File: config.mk
export PLATFORM = sky130hd
export DESIGN_NAME = hand_card_select
export DESIGN_NICKNAME = d
export VERILOG_FILES = /design/src/rtl/hand_card_select.sv
export SDC_FILE = /design/constraint.sdc
export NUM_CORES = 1
export LEC_CHECK = 0
export BUFFER_PORTS_ARGS = -buffer_cell sky130_fd_sc_hd__buf_2
export CAP_MARGIN = 20
export CORE_MARGIN = 4
export CORE_UTILIZATION = 45
export CTS_BUF_LIST = sky130_fd_sc_hd__clkbuf_8
export DETAILED_ROUTE_END_ITERATION = 10
export GPL_TIMING_DRIVEN = 0
export PLACE_DENSITY_LB_ADDON = 0.2
export RECOVER_POWER = 25
export SLEW_MARGIN = 40
export SYNTH_ARGS = -nofsm -noshare
export SYNTH_HDL_FRONTEND = slang
export SYNTH_SLANG_ARGS = --single-unit
File: constraint.sdc
create_clock -name clk -period 1.5 [get_ports clk]
set_clock_uncertainty 0.05 [all_clocks]
set_input_delay 0.45 -clock clk [delete_from_list [all_inputs] [get_ports clk]]
set_output_delay 0.45 -clock clk [all_outputs]
set_load 0.02 [all_outputs]
File: src/rtl/hand_card_select.sv
// Card-selection front end for the black-and-white card game: decodes the one-hot
// card switches and holds each player's committed card and per-game used-card mask.

module hcs_player #(
    parameter int NUM_CARDS = 9,
    parameter int CARD_W    = 4
) (
    input  logic                 clk,
    input  logic                 reset,
    input  logic                 new_game_i,
    input  logic                 round_clear_i,
    input  logic                 commit_i,
    input  logic                 sel_valid_i,
    input  logic [NUM_CARDS-1:0] sel_oh_i,
    input  logic [CARD_W-1:0]    sel_idx_i,
    output logic [CARD_W-1:0]    card_o,
    output logic                 ready_o,
    output logic [NUM_CARDS-1:0] used_o,
    output logic                 take_o
);
    logic [CARD_W-1:0]    card_q, card_d;
    logic                 ready_q, ready_d;
    logic [NUM_CARDS-1:0] used_q, used_d;

    // One card per round, each card once per game.
    assign take_o = commit_i & sel_valid_i & ~ready_q & ~(|(used_q & sel_oh_i));

    always_comb begin
        card_d  = card_q;
        ready_d = ready_q;
        used_d  = used_q;
        if (new_game_i) begin
            card_d  = '0;
            ready_d = 1'b0;
            used_d  = '0;
        end else if (round_clear_i) begin
            ready_d = 1'b0;
        end else if (take_o) begin
            card_d  = sel_idx_i;
            ready_d = 1'b1;
            used_d  = used_q | sel_oh_i;
        end
    end

    always_ff @(posedge clk or posedge reset) begin
        if (reset) begin
            card_q  <= '0;
            ready_q <= 1'b0;
            used_q  <= '0;
        end else begin
            card_q  <= card_d;
            ready_q <= ready_d;
            used_q  <= used_d;
        end
    end

    assign card_o  = card_q;
    assign ready_o = ready_q;
    assign used_o  = used_q;
endmodule

module hand_card_select #(
    parameter int NUM_CARDS = 9,
    parameter int SW_W      = 16,
    parameter int CARD_W    = 4
) (
    input  logic                 clk,
    input  logic                 reset,
    input  logic                 new_game,
    input  logic                 round_clear,
    input  logic                 player_sel,
    input  logic                 commit,
    input  logic [SW_W-1:0]      sw,
    output logic [CARD_W-1:0]    p1_card,
    output logic [CARD_W-1:0]    p2_card,
    output logic                 p1_ready,
    output logic                 p2_ready,
    output logic                 both_ready,
    output logic [NUM_CARDS-1:0] p1_used,
    output logic [NUM_CARDS-1:0] p2_used,
    output logic                 accept,
    output logic                 reject
);
    localparam int NUM_PLAYERS = 2;

    logic [NUM_CARDS-1:0]                  sel_oh;
    logic [CARD_W-1:0]                     sel_idx;
    logic                                  sel_valid;
    logic                                  commit_live;
    logic [NUM_PLAYERS-1:0]                pl_commit;
    logic [NUM_PLAYERS-1:0]                pl_take;
    logic [NUM_PLAYERS-1:0]                pl_ready;
    logic [NUM_PLAYERS-1:0][CARD_W-1:0]    pl_card;
    logic [NUM_PLAYERS-1:0][NUM_CARDS-1:0] pl_used;
    logic                                  accept_q, accept_d;
    logic                                  reject_q, reject_d;
    logic                                  unused_sw;

    // Card k sits on sw[SW_W-1-k]; the low switches carry no card.
    assign unused_sw = ^sw[SW_W-NUM_CARDS-1:0];

    always_comb begin
        sel_idx = '0;
        for (int k = 0; k < NUM_CARDS; k++) begin
            sel_oh[k] = sw[SW_W-1-k];
            if (sw[SW_W-1-k]) sel_idx = CARD_W'(k);
        end
    end

    assign sel_valid   = (sel_oh != '0) && ((sel_oh & (sel_oh - 1'b1)) == '0);
    assign commit_live = commit & ~new_game & ~round_clear;

    for (genvar p = 0; p < NUM_PLAYERS; p++) begin : g_player
        assign pl_commit[p] = commit_live & (player_sel == 1'(p));
        hcs_player #(
            .NUM_CARDS (NUM_CARDS),
            .CARD_W    (CARD_W)
        ) u_player (
            .clk           (clk),
            .reset         (reset),
            .new_game_i    (new_game),
            .round_clear_i (round_clear),
            .commit_i      (pl_commit[p]),
            .sel_valid_i   (sel_valid),
            .sel_oh_i      (sel_oh),
            .sel_idx_i     (sel_idx),
            .card_o        (pl_card[p]),
            .ready_o       (pl_ready[p]),
            .used_o        (pl_used[p]),
            .take_o        (pl_take[p])
        );
    end

    // Clears swallow a coincident commit, so neither pulse fires then.
    assign accept_d = commit_live & (|pl_take);
    assign reject_d = commit_live & ~(|pl_take);

    always_ff @(posedge clk or posedge reset) begin
        if (reset) begin
            accept_q <= 1'b0;
            reject_q <= 1'b0;
        end else begin
            accept_q <= accept_d;
            reject_q <= reject_d;
        end
    end

    assign p1_card    = pl_card[0];
    assign p2_card    = pl_card[1];
    assign p1_ready   = pl_ready[0];
    assign p2_ready   = pl_ready[1];
    assign both_ready = &pl_ready;
    assign p1_used    = pl_used[0];
    assign p2_used    = pl_used[1];
    assign accept     = accept_q;
    assign reject     = reject_q;
endmodule

==> flow_summary.toml <==
[clocking]
clock-root-buffer = "clkbuf_8"
h-tree-depth = 2
tritoncts = "built"
postCtsHoldBufs = 0
clockBufferDepth = 2
cts_made_buffers = 5
clock-sinks = 30
clkLatencyLatePin_ns = 0.28
clk_pin_slew_worst_paths_ns = 0.06

[route]
routed_wl_um = 4560
first_pass_iters = 4
viasPerCell = 5.43
wire_per_inst_um = 17.2
drt_iter0_markers = 57
drc_errors = 0
vias = 1440
ant_nets = 0

[floorplanning]
start_util_pct = 48.4
core_area_sq_mm = 0.00347
die-height_um = 69.1
die_w_um = 69.1
ioPinCount = 53
die_area_sq_mm = 0.00477
num_rows = 21

[timing]
clock.fmax_ghz = 0.521
fin_setup_tns_ns = -11.09
fin_crit_ns = 1.92
rsz0062_at_grt = "yes"
period_share_pct = 128
slew_headroom_pct = 23.3
finalHoldViolCount = 0
setup_viol = 31
worst_pin_slew_ns = 1.15
drv_slew = 0
worst_slack_ns = -0.419

[synth]
synth_top_area_share_pct = 44.7
async_flop_share_pct = 100
synth_edf_count = 0
synth_nets = 180
synth_seq_cells = 30
synthXorXnorAreaFrac_pct = 0.522
synth_compound_area_share_pct = 24.7
synth_warnings = 0
synth.largest_area_cell = "dfrtp_1"
synth_top_family_by_area = "compound AO/OA/AOI/OAI gates"
synth_fa_ha_area_share_pct = 0
synth.distinct_cells = 36
syn_inst = 158
ys_seq_area_share_pct = 44.7
synth_mux_area_share_pct = 4.77
synth.area.top_cells = "dfrtp_1, o22ai_2, nand2b_1"
synth_simple_gate_area_share_pct = 16.7
synth.avg_cell_area_sq_um = 10.6
synth_area_sq_mm = 0.00168
ys.flop_type = "dfrtp_1"

[global_routing]
antenna_found_initial = 0
first_global_vias = 1469
grt_max_degree = 31
grtUsageTotal_pct = 20.0
grt_pass1_wl_um = 7710
grt.overflow.total = 0

[placed_design]
dpl.hpwl_um = 3010
pre_cts_slack_ns = -0.944
gp_congestion = 0.818
port_buffers = 42
placed_cell_area_sq_mm = 0.00196

[setup_path]
reg2reg_from = "g_player[0].u_player.used_o[3]$_DFFE_PP0P_"
crit_arrival_ns = 2.07
criticalPathCategory = "in2reg"
endpoint_kind = "register"
reg2reg_to = "g_player[0].u_player.used_o[1]$_DFFE_PP0P_"
required_ns = 1.65
reg2reg_depth = 7
start_kind = "primary input"
reg2reg_slack_ns = -0.29
crit_path_max_fanout = 7

[layout]
drive_gt1_share_pct = 45.7
post-route-util_pct = 66.7
syn2layout_area_growth_pct = 37.7
diodes = 0
fin_area_sq_mm = 0.00231
nets = 240

[run]
cap_viol_max_count = 0

[power]
cellPowerDensity_mw_per_mm2 = 718
p_leak_nw = 1.10
max-vdd-ir-drop_mv = 0.418

[run_status]
status = "complete, but fails checks"
violations = "setup timing"

[worst_hold_path]
hold_class = "in2async"
==> kinds of logic after synthesis <==
| logic type | count (synthesis) |
|---|---|
| mux | 8 |
| flops | 30 |
| compound gates | 43 |
| simple gates | 45 |
| xor+xnor | 1 |
| buf+inv | 31 |
==> critical path, cell delays in order <==
cell      delay [ns]
buf_4           0.14
or4_4           0.53
a2111o_1        0.36
o21ai_4         0.12
o21ai_4         0.09
buf_4           0.16
buf_16          0.13
o22ai_2         0.08
==> per-stage QoR <==
stage	power (mW)	instances	hold slack (ns)
global route	1.74	265	0.419
detailed placement	0.992	246	0.485
finish	1.66	265	0.416
global placement	0.988	246	0.475
floorplan	0.934	158	0.491
CTS	1.67	261	0.220
==> routing by layer <==
metal  share of wire [%]  global-route usage, %  up-vias  wire [um]
met1                  44                   27.0      704       2010
met2                  49                   31.8       52       2220
met3                 5.5                   5.09       10        250
li1                    -                      -      674          -
met4                 1.6                   5.64        0         75
met5                   0                      0        -          0
==> repair_timing <==
item / CTS / global route
cloned: 2 / 0
resized for setup: 22 / 13
endpoints found under the setup margin: 30 / 31
endpoints found under the hold margin: 0 / 0
buffers inserted: 5 / 4
pin swaps: 0 / 2
==> layout make-up <==
cell class	count	area, sq um
Fill cell	300	1160
Multi-Input combinational cell	97	857
Sequential cell	30	751
Timing Repair Buffer	53	385
Buffer	9	85.1
Inverter	22	85.1
Clock buffer	6	82.6
Tap cell	46	57.6
Clock inverter	2	8.76
==> state kept, by name, indices dropped and copies added (netlist names) <==
| register | cells |
|---|---|
| g_player.u_player.used_o | 18 |
| g_player.u_player.card_o | 8 |
| g_player.u_player.ready_o | 2 |
| accept | 1 |
| reject | 1 |
==> layout by cell type, fill, tap and decap left out, types with 2 or more instances in the layout <==
cell type and count:
inv_1 22, a21boi_2 2, or4_4 2, nor4_4 3, nand3_1 3, mux2i_1 8
buf_4 6, buf_6 8, a22oi_1 8, buf_8 4, nor3_1 2, nor2b_1 2
buf_2 38, nand2b_1 19, clkbuf_8 6, a211oi_1 2, clkbuf_1 2, o21ai_4 3
a21oi_1 2, nand2_1 5, dfrtp_1 30, nor2_1 3, o22ai_2 18
==> worst max-delay path by stage <==
stage,from,to
after floorplan,sw[10],g_player[1].u_player.ready_o$_DFFE_PP0P_
after global placement,new_game,g_player[1].u_player.used_o[8]$_DFFE_PP0P_
after detailed placement,new_game,g_player[0].u_player.used_o[8]$_DFFE_PP0P_
after CTS,sw[12],g_player[0].u_player.used_o[8]$_DFFE_PP0P_
after global routing,sw[12],g_player[0].u_player.ready_o$_DFFE_PP0P_
final,sw[14],g_player[0].u_player.used_o[1]$_DFFE_PP0P_
==> power breakdown <==
group	internal (mW)	switching (mW)
Clock	0.362	0.291
Combinational	0.0721	0.122
Sequential	0.811	0.000590
==> cells in the mapped netlist, types with 3 or more instances <==
master / number
nand2_1: 5
a22oi_1: 8
nand3_1: 3
buf_6: 3
nand2b_1: 19
clkbuf_1: 3
nor4_2: 3
o22ai_2: 18
mux2i_1: 8
inv_1: 22
dfrtp_1: 30
nor2_1: 5
(Power assumes the default switching activity.)
